`config.mk`:
```
export PLATFORM = sky130hd
export DESIGN_NAME = bin2bcd_dd_seq
export DESIGN_NICKNAME = d
export VERILOG_FILES = /design/src/rtl/bin2bcd_dd_seq.sv
export SDC_FILE = /design/constraint.sdc
export NUM_CORES = 1
export LEC_CHECK = 0
export CORE_MARGIN = 10
export CORE_UTILIZATION = 55
export DETAILED_ROUTE_END_ITERATION = 12
export PLACE_DENSITY = 0.86
export RECOVER_POWER = 100
export SYNTH_ARGS = -nofsm -noshare
export SYNTH_HDL_FRONTEND = slang
export SYNTH_SLANG_ARGS = --single-unit
```
`constraint.sdc`:
```
create_clock -name clk -period 4.4 [get_ports clk]
set_input_delay 0.88 -clock clk [delete_from_list [all_inputs] [get_ports clk]]
set_output_delay 0.88 -clock clk [all_outputs]
set_load 0.01 [all_outputs]
```
`src/rtl/bin2bcd_dd_seq.sv`:
```
// Sequential double-dabble converter: binary operand in, packed BCD digits out,
// with overflow and leading-zero flags held stable between conversions.
module bin2bcd_dd_seq #(
    parameter int BIN_W  = 12,
    parameter int DIGITS = 4
) (
    input  logic                  clk,
    input  logic                  reset_n,
    input  logic                  start,
    input  logic [BIN_W-1:0]      bin,
    output logic                  busy,
    output logic                  done,
    output logic [4*DIGITS-1:0]   bcd,
    output logic                  ovf,
    output logic [DIGITS-1:0]     lz_mask
);

    localparam int BCD_W = 4 * DIGITS;
    localparam int CNT_W = $clog2(BIN_W + 1);

    typedef enum logic [1:0] {IDLE, ADD, SHIFT, DONE} state_t;

    state_t             state, state_next;
    logic [BCD_W-1:0]   acc, acc_next, acc_added, acc_shifted;
    logic [BIN_W-1:0]   sr, sr_next;
    logic [CNT_W-1:0]   cnt, cnt_next;
    logic               ovf_work, ovf_work_next;
    logic [BCD_W-1:0]   bcd_next;
    logic               ovf_next;
    logic [DIGITS-1:0]  lz_next, lz_shifted;
    logic               all_zero;

    always_ff @(posedge clk or negedge reset_n) begin
        if (!reset_n) begin
            state    <= IDLE;
            acc      <= '0;
            sr       <= '0;
            cnt      <= '0;
            ovf_work <= 1'b0;
            bcd      <= '0;
            ovf      <= 1'b0;
            lz_mask  <= '0;
        end else begin
            state    <= state_next;
            acc      <= acc_next;
            sr       <= sr_next;
            cnt      <= cnt_next;
            ovf_work <= ovf_work_next;
            bcd      <= bcd_next;
            ovf      <= ovf_next;
            lz_mask  <= lz_next;
        end
    end

    // Digits are adjusted independently; no carry crosses a digit boundary.
    always_comb begin
        acc_added = acc;
        for (int i = 0; i < DIGITS; i++) begin
            if (acc[4*i +: 4] >= 4'd5) begin
                acc_added[4*i +: 4] = acc[4*i +: 4] + 4'd3;
            end
        end
    end

    assign acc_shifted = {acc[BCD_W-2:0], sr[BIN_W-1]};

    // A digit is blank when it and every digit above it are zero; units never blank.
    always_comb begin
        lz_shifted = '0;
        all_zero   = 1'b1;
        for (int i = DIGITS - 1; i >= 1; i--) begin
            if (acc_shifted[4*i +: 4] != 4'd0) begin
                all_zero = 1'b0;
            end
            lz_shifted[i] = all_zero;
        end
    end

    always_comb begin
        state_next    = state;
        acc_next      = acc;
        sr_next       = sr;
        cnt_next      = cnt;
        ovf_work_next = ovf_work;
        bcd_next      = bcd;
        ovf_next      = ovf;
        lz_next       = lz_mask;
        case (state)
            IDLE, DONE: begin
                if (start) begin
                    acc_next      = '0;
                    sr_next       = bin;
                    cnt_next      = '0;
                    ovf_work_next = 1'b0;
                    state_next    = ADD;
                end else begin
                    state_next = IDLE;
                end
            end
            ADD: begin
                acc_next   = acc_added;
                state_next = SHIFT;
            end
            SHIFT: begin
                {acc_next, sr_next} = {acc[BCD_W-2:0], sr, 1'b0};
                ovf_work_next       = ovf_work | acc[BCD_W-1];
                cnt_next            = cnt + CNT_W'(1);
                if (cnt == CNT_W'(BIN_W - 1)) begin
                    state_next = DONE;
                    bcd_next   = acc_shifted;
                    ovf_next   = ovf_work | acc[BCD_W-1];
                    lz_next    = lz_shifted;
                end else begin
                    state_next = ADD;
                end
            end
            default: state_next = IDLE;
        endcase
    end

    assign busy = (state == ADD) || (state == SHIFT);
    assign done = (state == DONE);

endmodule

```
# After elaboration in Yosys (flattened, before gate mapping)
# Index checks and enable logic that the tools add are counted.
[totals] output_inout_bits=23 register_bits=55 word_cells=61
[op_classes] muxes=18 reduce_logical=13 bitwise_logic=1 n_addsub=5 order_cmp=4 eq_ne=9
[ops] cell="$pmux 16 s3" n=1
[ops] cell="$pmux 12 s2" n=1
[ops] cell="$mux 4" n=5
[ops] cell="$add 4x2->4 const B" n=4
[ops] cell="$ge 4x3->1 const B" n=4
[ops] cell="$mux 16" n=1
[ops] cell="$mux 12" n=1
[ops] cell="$reduce_and 2->1" n=6
[ops] cell="$reduce_bool 4->1" n=3
[ops] cell="$ne 2x2->1 const B" n=5
[ops] cell="$pmux 4 s2" n=1
[ops] cell="$pmux 2 s3" n=1
[ops] cell="$mux 1" n=5
[ops] cell="$add 4x1->4 const B" n=1
[ops] cell="$eq 2x2->1 const B" n=2
[ops] cell="$eq 4x4->1 const B" n=1
[ops] cell="$eq 2x1->1 const B" n=1
[ops] cell="$logic_not 2->1" n=1
[ops] cell="$mux 2" n=1
[ops] cell="$pmux 1 s2" n=1
[ops] cell="$reduce_bool 2->1" n=1
[ops] cell="$reduce_or 2->1" n=1
[ops] cell="$logic_or 1x1->1" n=1
[ops] cell="$or 1x1->1" n=1

# Logic depth before layout (Yosys ltp)
[logic_depth] ltp_word=4 depth_mapped=7 mapped_depth_nobuf=6

# Worst setup path before layout
# No wires, ideal clock.
[synth_path] path_type="flip-flop to output port" from="reg state[0]" to="out busy" required_ps=3520 path_slack_ps=2558 arrival_ps=962 stages_incl_launch_ff=5 n_path_buf=1 path_cell_list="dfrtp_1 inv_1 ha_1 buf_2 inv_2"
[synth_via] elab_chain_len=2 elab_cells_between_ends=3
[synth_lines] item="from (decl)" line_no="23" text="state_t state, state_next;"
[synth_lines] item="from (signal assigned)" line_no="44" text="state <= state_next;"
[synth_lines] item="$eq 2x1->1 / $eq 2x2->1 (equally long branches)" line_no="121" text="assign busy = (state == ADD) || (state == SHIFT);"
[synth_lines] item="$logic_or 1x1->1 *" line_no="121"
[synth_lines] item="to (decl)" line_no="11" text="output logic busy,"
# Every way passes the cells marked *; elsewhere a longest branch is shown, timed or not.

# Worst setup path in the final report
[layout_path] from="reg state[0]" to="reg cnt[2]"
[layout_via] elab_chain_len=4 elab_cells_between_ends=8
[layout_lines] item="$eq 2x2->1 / $logic_not 2->1 (equally long branches)" line_no="88" text="case (state)"
[layout_lines] item="$reduce_or 2->1" line_no="88"
[layout_lines] item="$ne 2x2->1 (no line) / $reduce_bool 2->1 (equally long branches)"
[layout_lines] item="$reduce_and 2->1 (no line)"
[layout_lines] item="to (signal assigned)" line_no="47" text="cnt <= cnt_next;"
[layout_lines] item="to (decl)" line_no="26" text="logic [CNT_W-1:0] cnt, cnt_next;"
# Parallel ways exist; a longest one is shown, timed or not.
# A chain may end at the register's enable or synchronous reset.

==> impl_metrics.tcl <==
set metrics [dict create \
    outcome "finished with violations" \
    violations "capacitance limit, slew limit" \
    layout-drive-gt1-share_pct 5.50 \
    synth_commonest_cells "dfrtp_1, nand2_1, o21ai_0" \
    critPathKind "reg -> reg" \
    worst_slew_pin_slew_ns 1.70 \
    cts_inserted_buffers 5 \
    hold_buffers 0 \
    grt.overflow.total 0 \
    critPathMaxFanout 26 \
    switchingPower_mw 0.651 \
    grt_pass1_vias 2036 \
    finalHoldViolations 0 \
    grt_pass1_wl_um 9480 \
    intPower_mw 0.999 \
    clk_path_buf_depth 2 \
    period_needed_ns 3.11 \
    dp_hpwl_um 3990 \
    hold_path.class "reg -> reg" \
    fin_cells 358 \
    synthesis.area_sq_mm 0.00273 \
    crit_start "state[0]$_DFF_PN0_" \
    cts.htree.levels 2 \
    endpoint_kind "register" \
    grt_max_degree 33 \
    cts_tree "yes" \
    synth.area.top_cells "dfrtp_1, ha_1, nand2_1" \
    synth_top_area_share_pct 50.4 \
    ys_types 40 \
    routabilityCongestion 0.826 \
    fp.dieW_um 90.5 \
    max_slew_margin_pct -13.4 \
    power.leakage_nw 1.48 \
    synth.most_common_cell "dfrtp_1" \
    cts_resized 0 \
    grt_usage_pct 13.7 \
    setup_tns_ns 0 \
    post-route-drc-count 0 \
    fp-row-count 25 \
    reg2reg_from "state[0]$_DFF_PN0_" \
    portBuffers 36 \
    fin_ws_ns 1.29 \
    clkSinkCount 55 \
    seq_power_share_pct 42.2 \
    die_h_um 90.5 \
    final_area_sq_mm 0.00319 \
    swShare_pct 39.5 \
    avgSynthCellArea_sq_um 10.5 \
    fin_worst_skew_ns 0.0101 \
    start_util_pct 57.4 \
    clk_latency_ns 0.31 \
    cts_root_buf "clkbuf_8" \
    async_flop_share_pct 100 \
    antennaDiodeCount 0 \
    wl_per_cell_um 15.3 \
    ys.flop_type "dfrtp_1" \
    placed_area_sq_mm 0.00312 \
    drt_iter0_drc 165 \
    die_area_sq_mm 0.00818 \
    antenna_left 0 \
    ys_seq_area_share_pct 50.4 \
    power.share.clock_pct 16.4 \
    required_ns 4.60 \
    setup_viol 0 \
    start_kind "register" \
    power_frac_comb_pct 41.5 \
    fillerInstances 401 \
    vias_per_cell 5.64 \
    ys_seq_elements 55 \
    clkTransAtPathRegs_ns 0.10 \
    place_inst 350 \
    nNetsFinal 317 \
    synth_edf_count 0 \
    yosysTopAreaCell "dfrtp_1" \
    synthCells 259 \
    hold_ws_ns 0.480 \
    synth-warning-count 0 \
    vias 2018 \
    power_density_mw_per_mm2 518 \
    grt_setup_unrepaired "no" \
    post_cts_buffers 0 \
    hp-start "bcd[13]$_DFFE_PN0P_" \
    core_sq_mm 0.00475 \
    dr.pass1.iters 4 \
    wirelength_um 5460 \
    finalCritPeriodShare_pct 70.7 \
    fmax_mhz 321 \
    slew_viol_final 33 \
    critical_path_arrival_ns 3.31 \
    cap_violations 1 \
    vdd_drop_max_v 0.000328 \
    grt_antenna_before_repair 0 \
    syn-num-nets 286 \
    area.growth.synth_to_final_pct 16.6 \
    dp_slack_ns 1.81 \
    ios 38 \
]
stage by stage:
stage | power [mW] | utilization [%]
after floorplan | 1.25 | -
after global placement | 1.38 | 65.6
after detailed placement | 1.41 | 65.6
after CTS | 1.68 | 67.3
after global routing | 1.79 | 67.0
final | 1.65 | 67.0
path summary, 6_finish.rpt:
check                      cells after the start  slack (ns)                   to
setup / recovery                               5        1.29   cnt[2]$_DFFE_PN0P_
hold / removal                                 2        0.48  bcd[13]$_DFFE_PN0P_
setup reg to reg                               5        1.29   cnt[2]$_DFFE_PN0P_
hold reg to reg                                2        0.48  bcd[13]$_DFFE_PN0P_
max in group asynchronous                      2        1.43   acc[7]$_DFFE_PN0P_
min in group asynchronous                      1        0.80   acc[9]$_DFFE_PN0P_
worst max-delay path, stage by stage (launching register included):
cell	delay (ns)
dfrtp_1	0.42
inv_1	0.07
ha_1	0.75
clkbuf_1	0.71
o21ai_1	0.65
a22o_1	0.41
layer usage:
layer / vias up / global-route usage [%] / wire, um / part of all wire (%)
li1: 979 / - / - / -
met1: 984 / 16.9 / 2450 / 45
met2: 47 / 22.3 / 2620 / 48
met3: 8 / 4.32 / 329 / 6.0
met4: 0 / 4.24 / 66 / 1.2
met5: - / 0 / 0 / 0
layout by cell type, fill, tap and decap left out, types with 3 or more instances in the layout:
cell type / count
nand2b_1: 7
mux2_1: 7
ha_1: 12
nand2_1: 31
nor2_1: 6
dlygate4sd3_1: 23
dfrtp_1: 55
xnor2_1: 6
or2_0: 3
clkbuf_1: 5
inv_1: 11
a2bb2oi_1: 4
clkbuf_8: 5
o21ai_0: 30
mux2_2: 3
clkdlybuf4s50_1: 12
mux2i_1: 11
a22oi_1: 10
a21oi_1: 6
o2bb2ai_1: 12
or2_2: 4
flip-flops by register name, summed over array words and instances, names as in the netlist:
name and flops:
sr 12, ovf_work 1, state 2, acc 16, ovf 1, lz_mask 3
cnt 4, bcd 16
area by class of cell:
cell class / instances / area [sq um] / share of cell area, %
Clock buffer: 7 / 76.3 / 2.40
Sequential cell: 55 / 1380 / 43.2
Inverter: 13 / 48.8 / 1.53
Clock inverter: 1 / 5.00 / 0.157
Timing Repair Buffer: 38 / 362 / 11.4
Multi-Input combinational cell: 177 / 1230 / 38.7
Tap cell: 67 / 83.8 / 2.63
power groups by stage:
stage / Sequential, mW / Combinational, mW / Clock [mW]
3_3_place_gp: 0.697 / 0.686 / 0
4_1_cts: 0.694 / 0.708 / 0.274
5_1_grt: 0.710 / 0.785 / 0.293
6_report: 0.696 / 0.684 / 0.270
3_5_place_dp: 0.704 / 0.706 / 0
2_1_floorplan: 0.677 / 0.568 / 0
cell families (layout without fill, tap and decap cells):
group / count (synthesis) / in the layout / synth area share, %
muxes: 21 / 21 / 8.15
buffers and inverters: 27 / 59 / 4.31
other: 1 / 1 / 0.137
DFF: 55 / 55 / 50.4
and+or+nand+nor: 62 / 62 / 11.5
adders and majority gates: 12 / 12 / 5.50
AOI/OAI and AO/OA: 75 / 75 / 18.1
xor gates and xnor gates: 6 / 6 / 1.92
(Power assumes the default switching activity.)
